File: src/rtl/uart_rx_buf_ctrl_if.sv
// uart_rx_buf_ctrl_if: RX frame, config, stream and status signals of uart_rx_buf_ctrl.
// The slave modport is the buffer controller; the master modport is its environment.
interface uart_rx_buf_ctrl_if #(
   parameter int DEPTH     = 4,
   parameter int ERR_CNT_W = 8
);
   localparam int LW = $clog2(DEPTH) + 1;
   logic                 rx_valid;
   logic [7:0]           rx_data;
   logic                 rx_par_err;
   logic                 rx_stop_err;
   logic                 rx_busy;
   logic                 cfg_wr;
   logic                 cfg_parity_en;
   logic                 cfg_parity_type;
   logic                 parity_en;
   logic                 parity_type;
   logic                 cfg_pend;
   logic [7:0]           m_data;
   logic [1:0]           m_err;
   logic                 m_valid;
   logic                 m_ready;
   logic [LW-1:0]        level;
   logic                 overrun;
   logic                 clr_ovr;
   logic [ERR_CNT_W-1:0] err_cnt;
   logic                 clr_cnt;

   modport slave (
      input  rx_valid, rx_data, rx_par_err, rx_stop_err, rx_busy,
      input  cfg_wr, cfg_parity_en, cfg_parity_type, m_ready, clr_ovr, clr_cnt,
      output parity_en, parity_type, cfg_pend, m_data, m_err, m_valid, level, overrun, err_cnt
   );

   modport master (
      output rx_valid, rx_data, rx_par_err, rx_stop_err, rx_busy,
      output cfg_wr, cfg_parity_en, cfg_parity_type, m_ready, clr_ovr, clr_cnt,
      input  parity_en, parity_type, cfg_pend, m_data, m_err, m_valid, level, overrun, err_cnt
   );
endinterface

File: src/rtl/uart_rx_buf_ctrl.sv
// uart_rx_buf_ctrl: buffers received bytes with their error flags in a FIFO stream,
// keeps overrun/error-count status and applies parity config only between frames.
module uart_rx_buf_ctrl #(
   parameter int DEPTH     = 4,
   parameter int ERR_CNT_W = 8,
   parameter bit DROP_ERR  = 1'b0
) (
   input logic               clk2,
   input logic               rst,
   uart_rx_buf_ctrl_if.slave bus
);
   localparam int AW = $clog2(DEPTH);
   typedef enum logic {S_IDLE, S_PEND} state_t;
   state_t               r_state;
   logic [9:0]           r_mem [DEPTH];
   logic [AW:0]          r_wr_ptr, r_rd_ptr;
   logic                 r_par_en, r_par_type, r_sh_en, r_sh_type, r_pend, r_ovr;
   logic [ERR_CNT_W-1:0] r_cnt;
   logic                 w_err, w_empty, w_full, w_pop, w_store, w_push, w_lost;

   assign w_err   = bus.rx_par_err | bus.rx_stop_err;
   assign w_empty = r_wr_ptr == r_rd_ptr;
   assign w_full  = (r_wr_ptr ^ r_rd_ptr) == {1'b1, {AW{1'b0}}};
   assign w_pop   = ~w_empty & bus.m_ready;
   assign w_store = bus.rx_valid & ~(DROP_ERR & w_err);
   // a pop frees the slot in the same edge, so a full FIFO still accepts
   assign w_push  = w_store & (~w_full | w_pop);
   assign w_lost  = w_store & w_full & ~w_pop;

   always_ff @(posedge clk2 or negedge rst) begin
      if (!rst) begin
         r_wr_ptr <= '0;
         r_rd_ptr <= '0;
         for (int i = 0; i < DEPTH; i++) r_mem[i] <= '0;
      end else begin
         if (w_push) begin
            r_mem[r_wr_ptr[AW-1:0]] <= {bus.rx_stop_err, bus.rx_par_err, bus.rx_data};
            r_wr_ptr                <= r_wr_ptr + (AW+1)'(1);
         end
         if (w_pop) r_rd_ptr <= r_rd_ptr + (AW+1)'(1);
      end
   end

   always_ff @(posedge clk2 or negedge rst) begin
      if (!rst) begin
         r_ovr <= 1'b0;
         r_cnt <= '0;
      end else begin
         r_ovr <= w_lost | (r_ovr & ~bus.clr_ovr);
         if (bus.clr_cnt) r_cnt <= '0;
         else if (bus.rx_valid & w_err & ~&r_cnt) r_cnt <= r_cnt + ERR_CNT_W'(1);
      end
   end

   always_ff @(posedge clk2 or negedge rst) begin
      if (!rst) begin
         r_state    <= S_IDLE;
         r_pend     <= 1'b0;
         r_par_en   <= 1'b0;
         r_par_type <= 1'b0;
         r_sh_en    <= 1'b0;
         r_sh_type  <= 1'b0;
      end else if (r_state == S_IDLE) begin
         if (bus.cfg_wr & bus.rx_busy) begin
            r_sh_en   <= bus.cfg_parity_en;
            r_sh_type <= bus.cfg_parity_type;
            r_state   <= S_PEND;
            r_pend    <= 1'b1;
         end else if (bus.cfg_wr) begin
            r_par_en   <= bus.cfg_parity_en;
            r_par_type <= bus.cfg_parity_type;
         end
      end else if (!bus.rx_busy) begin
         r_par_en   <= bus.cfg_wr ? bus.cfg_parity_en : r_sh_en;
         r_par_type <= bus.cfg_wr ? bus.cfg_parity_type : r_sh_type;
         r_state    <= S_IDLE;
         r_pend     <= 1'b0;
      end else if (bus.cfg_wr) begin
         r_sh_en   <= bus.cfg_parity_en;
         r_sh_type <= bus.cfg_parity_type;
      end
   end

   assign bus.m_data      = r_mem[r_rd_ptr[AW-1:0]][7:0];
   assign bus.m_err       = r_mem[r_rd_ptr[AW-1:0]][9:8];
   assign bus.m_valid     = ~w_empty;
   assign bus.level       = r_wr_ptr - r_rd_ptr;
   assign bus.overrun     = r_ovr;
   assign bus.err_cnt     = r_cnt;
   assign bus.parity_en   = r_par_en;
   assign bus.parity_type = r_par_type;
   assign bus.cfg_pend    = r_pend;
endmodule

File: src/flat_wrapper.sv
// flat-port wrapper written by rule: the top's interface ports become plain ports
module uart_rx_buf_ctrl_flat 
#(
   parameter int DEPTH     = 4,
   parameter int ERR_CNT_W = 8,
   parameter bit DROP_ERR  = 1'b0
)
  (clk2, rst, bus_rx_valid, bus_rx_data, bus_rx_par_err, bus_rx_stop_err, bus_rx_busy, bus_cfg_wr, bus_cfg_parity_en, bus_cfg_parity_type, bus_m_ready, bus_clr_ovr, bus_clr_cnt, bus_parity_en, bus_parity_type, bus_cfg_pend, bus_m_data, bus_m_err, bus_m_valid, bus_level, bus_overrun, bus_err_cnt);
  uart_rx_buf_ctrl_if #(.DEPTH(DEPTH), .ERR_CNT_W(ERR_CNT_W)) bus_i ();
  input logic clk2;
  input logic rst;
  input wire logic [$bits(bus_i.rx_valid)-1:0] bus_rx_valid;
  input wire logic [$bits(bus_i.rx_data)-1:0] bus_rx_data;
  input wire logic [$bits(bus_i.rx_par_err)-1:0] bus_rx_par_err;
  input wire logic [$bits(bus_i.rx_stop_err)-1:0] bus_rx_stop_err;
  input wire logic [$bits(bus_i.rx_busy)-1:0] bus_rx_busy;
  input wire logic [$bits(bus_i.cfg_wr)-1:0] bus_cfg_wr;
  input wire logic [$bits(bus_i.cfg_parity_en)-1:0] bus_cfg_parity_en;
  input wire logic [$bits(bus_i.cfg_parity_type)-1:0] bus_cfg_parity_type;
  input wire logic [$bits(bus_i.m_ready)-1:0] bus_m_ready;
  input wire logic [$bits(bus_i.clr_ovr)-1:0] bus_clr_ovr;
  input wire logic [$bits(bus_i.clr_cnt)-1:0] bus_clr_cnt;
  output wire logic [$bits(bus_i.parity_en)-1:0] bus_parity_en;
  output wire logic [$bits(bus_i.parity_type)-1:0] bus_parity_type;
  output wire logic [$bits(bus_i.cfg_pend)-1:0] bus_cfg_pend;
  output wire logic [$bits(bus_i.m_data)-1:0] bus_m_data;
  output wire logic [$bits(bus_i.m_err)-1:0] bus_m_err;
  output wire logic [$bits(bus_i.m_valid)-1:0] bus_m_valid;
  output wire logic [$bits(bus_i.level)-1:0] bus_level;
  output wire logic [$bits(bus_i.overrun)-1:0] bus_overrun;
  output wire logic [$bits(bus_i.err_cnt)-1:0] bus_err_cnt;
  assign bus_i.rx_valid = bus_rx_valid;
  assign bus_i.rx_data = bus_rx_data;
  assign bus_i.rx_par_err = bus_rx_par_err;
  assign bus_i.rx_stop_err = bus_rx_stop_err;
  assign bus_i.rx_busy = bus_rx_busy;
  assign bus_i.cfg_wr = bus_cfg_wr;
  assign bus_i.cfg_parity_en = bus_cfg_parity_en;
  assign bus_i.cfg_parity_type = bus_cfg_parity_type;
  assign bus_i.m_ready = bus_m_ready;
  assign bus_i.clr_ovr = bus_clr_ovr;
  assign bus_i.clr_cnt = bus_clr_cnt;
  assign bus_parity_en = bus_i.parity_en;
  assign bus_parity_type = bus_i.parity_type;
  assign bus_cfg_pend = bus_i.cfg_pend;
  assign bus_m_data = bus_i.m_data;
  assign bus_m_err = bus_i.m_err;
  assign bus_m_valid = bus_i.m_valid;
  assign bus_level = bus_i.level;
  assign bus_overrun = bus_i.overrun;
  assign bus_err_cnt = bus_i.err_cnt;
  uart_rx_buf_ctrl #(.DEPTH(DEPTH), .ERR_CNT_W(ERR_CNT_W), .DROP_ERR(DROP_ERR)) u_core (.clk2(clk2), .rst(rst), .bus(bus_i));
endmodule
File: config.mk
export PLATFORM = sky130hd
export DESIGN_NAME = uart_rx_buf_ctrl_flat
export DESIGN_NICKNAME = d
export VERILOG_FILES = /design/src/rtl/uart_rx_buf_ctrl_if.sv /design/src/rtl/uart_rx_buf_ctrl.sv /design/src/flat_wrapper.sv
export SDC_FILE = /design/constraint.sdc
export NUM_CORES = 1
export LEC_CHECK = 0
export ABC_CLOCK_PERIOD_IN_PS = 2100
export CAP_MARGIN = 25
export CELL_PAD_IN_SITES_DETAIL_PLACEMENT = 0
export CELL_PAD_IN_SITES_GLOBAL_PLACEMENT = 1
export CORE_ASPECT_RATIO = 0.7
export CORE_MARGIN = 5
export CORE_UTILIZATION = 40
export DETAILED_ROUTE_END_ITERATION = 12
export HOLD_SLACK_MARGIN = 0.12
export PLACE_DENSITY_LB_ADDON = 0.3
export SYNTH_ARGS = -nofsm -noshare
export SYNTH_HDL_FRONTEND = slang
export SYNTH_SLANG_ARGS = --single-unit
File: constraint.sdc
create_clock -name clk2 -period 2.1 [get_ports clk2]
set_input_delay 0.63 -clock clk2 [delete_from_list [all_inputs] [get_ports clk2]]
set_output_delay 0.63 -clock clk2 [all_outputs]
set_load 0.005 [all_outputs]
==> summary.md <==
| Metric | Value |
|---|---|
| Worst R2R Setup Slack | `0.06 ns` |
| RSZ-0062 raised after global routing | `yes` |
| GR Overflow Total | `0` |
| Share of layout cells above drive strength 1 | `0.444` |
| Slowest stage cell, crit path | `mux4_2` |
| Finished Layout Cells | `395` |
| Critical path arrival | `1.72 ns` |
| Count of state elements after synthesis | `61` |
| Fin crit period | `2.35 ns` |
| Worst Setup SP | `u_core.r_rd_ptr[0]` |
| Final worst setup slack | `-0.249 ns` |
| Die area | `0.00931 mm2` |
| Crit. End Element | `primary output` |
| Most frequent cells in the layout | `dfrtp_1 (59), mux2_4 (39), clkdlybuf4s50_1 (30)` |
| Core Box Area | `0.00729 mm2` |
| DR WL/cell | `16.3 um` |
| Relative slew slack | `0.652` |
| Yosys cell types | `33` |
| Switching Share | `0.298` |
| CP Class | `register to primary output` |
| Initial antenna violation count | `0` |
| Placed insts | `366` |
| Die H | `82.2 um` |
| Final hold viol count | `0` |
| CP peak stage delay | `0.50 ns` |
| Worst Hold Class | `input port to asynchronous set/reset pin` |
| Synth Instances | `202` |
| Reg2Reg Depth | `7` |
| Clk sink count | `61` |
| Total chip power | `6.13 mW` |
| Gr usage total | `0.154` |
| Final ANT Viol Nets | `0` |
| Drt pass-1 iters | `4` |
| Clk pwr share | `0.153` |
| Clock-pin slew of the registers on the worst-case setup and hold paths | `0.07 ns` |
| End of the critical path | `bus_m_err[0]` |
| R2R Path Start | `u_core.r_rd_ptr[0]` |
| VDD IR max | `0.000839 V` |
| Die span in x | `113 um` |
| Max Cap Violations | `0` |
| Top FF cell, synth | `dfrtp_1` |
| First-pass GRT wire length | `10600 um` |
| Setup violations, final | `12` |
| Vias per cell | `4.88` |
| Dpl ws | `-0.233 ns` |
| Worst path depth | `4` |
| P_sw | `1.83 mW` |
| Failing checks | `negative setup slack` |
| Core Util, Final | `0.566` |
| Logic pwr share | `0.524` |
| Vias after detailed routing | `1928` |
| Worst Path Buf+Inv | `3` |
| Area Overhead vs Synth | `38.3%` |
| Port bufs | `45` |
| Drt drc | `0` |
| Crit path cell chain | `clkbuf_16 -> buf_8 -> mux4_2 -> buf_6` |
| Max Slew Vio Count | `0` |
| Post-synth ARST share | `1.00` |
| Post-synthesis sequential area ratio | `0.512` |
| Final GP Congestion | `0.778` |
| ANT cells | `0` |
| Final hold slack | `0.257 ns` |
| Pwr per Cell Area | `1490 mW/mm2` |
| CTS HTree Levels | `3` |
| Status | `complete, but fails checks` |
| Commonest non-fill, non-tap cell in the layout | `dfrtp_1` |
| Max clock buf depth | `2` |
| LEAKAGE | `1.84 nW` |
| Num rows | `26` |
| Clk Latency, worst-skew pair | `0.34 ns` |
| CTS tree | `built` |
| Detailed placement HPWL | `4360 um` |
| Total internal power | `4.30 mW` |
| Fmax | `426 MHz` |
| CP Data Required Time | `1.47 ns` |
| Worst R2R End | `u_core.r_mem[7]` |
| Syn avg cell area | `14.8 um2` |
| Worst Path Max Fanout | `3` |
| Crit path max-delay family | `multiplexers` |
| Worst setup SP type | `register` |
| TritonCTS buffer count | `9` |
| Final net count | `321` |
| Largest net degree at the start of global routing | `24` |
| Num ports | `46` |
| Worst Max-Slew Pin Slew | `0.522 ns` |
| Seq pwr share | `0.324` |
| Post-synth EDFFs | `0` |
| Initial Utilization | `0.409` |
| Vias in the first global route | `2062` |
| Cell area after synthesis | `0.00298 mm2` |
| Synthesized Nets | `231` |
| Initial drt markers | `61` |
| Root buf cell | `clkbuf_8` |
| Final period util | `1.12` |
| Clk_skew | `0.00558 ns` |
| Post-Route WL | `6420 um` |
| Warnings, synthesis | `0` |
==> cell usage after synthesis, types with 2 or more instances <==
library cell  instances  share of area
a21oi_1               2         0.0034
a22oi_1               2         0.0050
and2_1                4         0.0084
buf_6                 4          0.015
dfrtp_1              61           0.51
ha_1                  8          0.034
inv_1                 6         0.0076
mux2_2                4          0.015
mux2_4               39           0.20
mux2i_1               2         0.0067
mux4_2               10          0.076
nand2_1              10          0.013
nand3_1               4         0.0067
nand4_1               2         0.0042
nor2_1                7         0.0088
nor3_1                3         0.0050
o211ai_1              3         0.0076
o21a_1                3         0.0076
o21ai_0               7          0.012
xnor2_1               5          0.015
xor2_1                4          0.012
==> metrics by stage <==
| stage | cell area [um2] | setup TNS, ns |
|---|---|---|
| after global routing | 4120 | -3.19 |
| after global placement | 3780 | -6.14 |
| after CTS | 4080 | -2.75 |
| after detailed placement | 3780 | -6.70 |
| after floorplan | 2980 | 0 |
| final | 4120 | -2.53 |
==> cells by family (layout without fill, tap and decap cells) <==
kind of cell / after synthesis / count (layout) / share of synthesized area
AO/OA/AOI/OAI: 20 / 20 / 0.0428
AND/OR/NAND/NOR: 35 / 35 / 0.0579
XOR/XNOR: 9 / 9 / 0.0264
adder cells (fa/ha/maj): 9 / 9 / 0.0403
buffers and inverters: 13 / 108 / 0.0269
flip-flops: 61 / 61 / 0.512
multiplexers: 55 / 55 / 0.294
==> worst min-delay path by stage <==
stage	start	end	slack, ns	cells past startpoint
after global placement	u_core.bus.parity_type	u_core.bus.parity_type	0.47	2
after global routing	rst	u_core.bus.err_cnt[4]	0.29	1
after floorplan	rst	u_core.bus.cfg_pend	0.33	0
after CTS	rst	u_core.bus.err_cnt[4]	0.26	1
after detailed placement	u_core.bus.parity_type	u_core.bus.parity_type	0.48	2
final	rst	u_core.bus.err_cnt[4]	0.26	1
==> flip-flops by register name, indices dropped and copies added (netlist names), 3 cells and up <==
register            count
u_core.r_wr_ptr         3
u_core.bus.err_cnt      8
u_core.r_rd_ptr         3
u_core.r_mem           40
==> power groups by stage <==
stage | registers, mW | logic [mW] | clock network (mW)
6_report | 1.98 | 3.21 | 0.934
5_1_grt | 2.04 | 3.47 | 1.03
4_1_cts | 1.98 | 3.04 | 0.973
3_5_place_dp | 1.95 | 2.93 | 0
3_3_place_gp | 1.95 | 2.90 | 0
2_1_floorplan | 1.89 | 1.70 | 0
==> final cells by class <==
type / instances / area (um2)
flip-flops and latches: 61 / 1530
clock inverters: 4 / 22.5
clock buffers: 12 / 155
well taps: 98 / 123
multi-input cells: 128 / 1420
inverters: 6 / 22.5
repair buffers: 86 / 848
fillers: 616 / 3160
==> worst reg2reg max path: cells and delay by family, from the launching register on <==
| family | cells | cell delay, ns |
|---|---|---|
| DFF | 1 | 0.48 |
| adders and majority gates | 1 | 0.30 |
| muxes | 1 | 0.30 |
| AOI/OAI and AO/OA | 1 | 0.29 |
| and+or+nand+nor | 2 | 0.28 |
| buffers and inverters | 2 | 0.27 |
==> what timing repair did <==
action	4_1_cts	5_1_grt
pin swaps	4	0
cloned	1	0
setup endpoints to repair	14	16
gates resized for setup	72	9
hold buffers	0	0
setup buffers	10	2
endpoints found under the hold margin	0	0
==> metal layers <==
metal  GRT usage  part of all wire
met1       0.203              0.50
met2       0.230              0.43
met3      0.0677             0.049
met4      0.0480             0.014
met5           0                 0
Power figures use the tool's default switching activity.
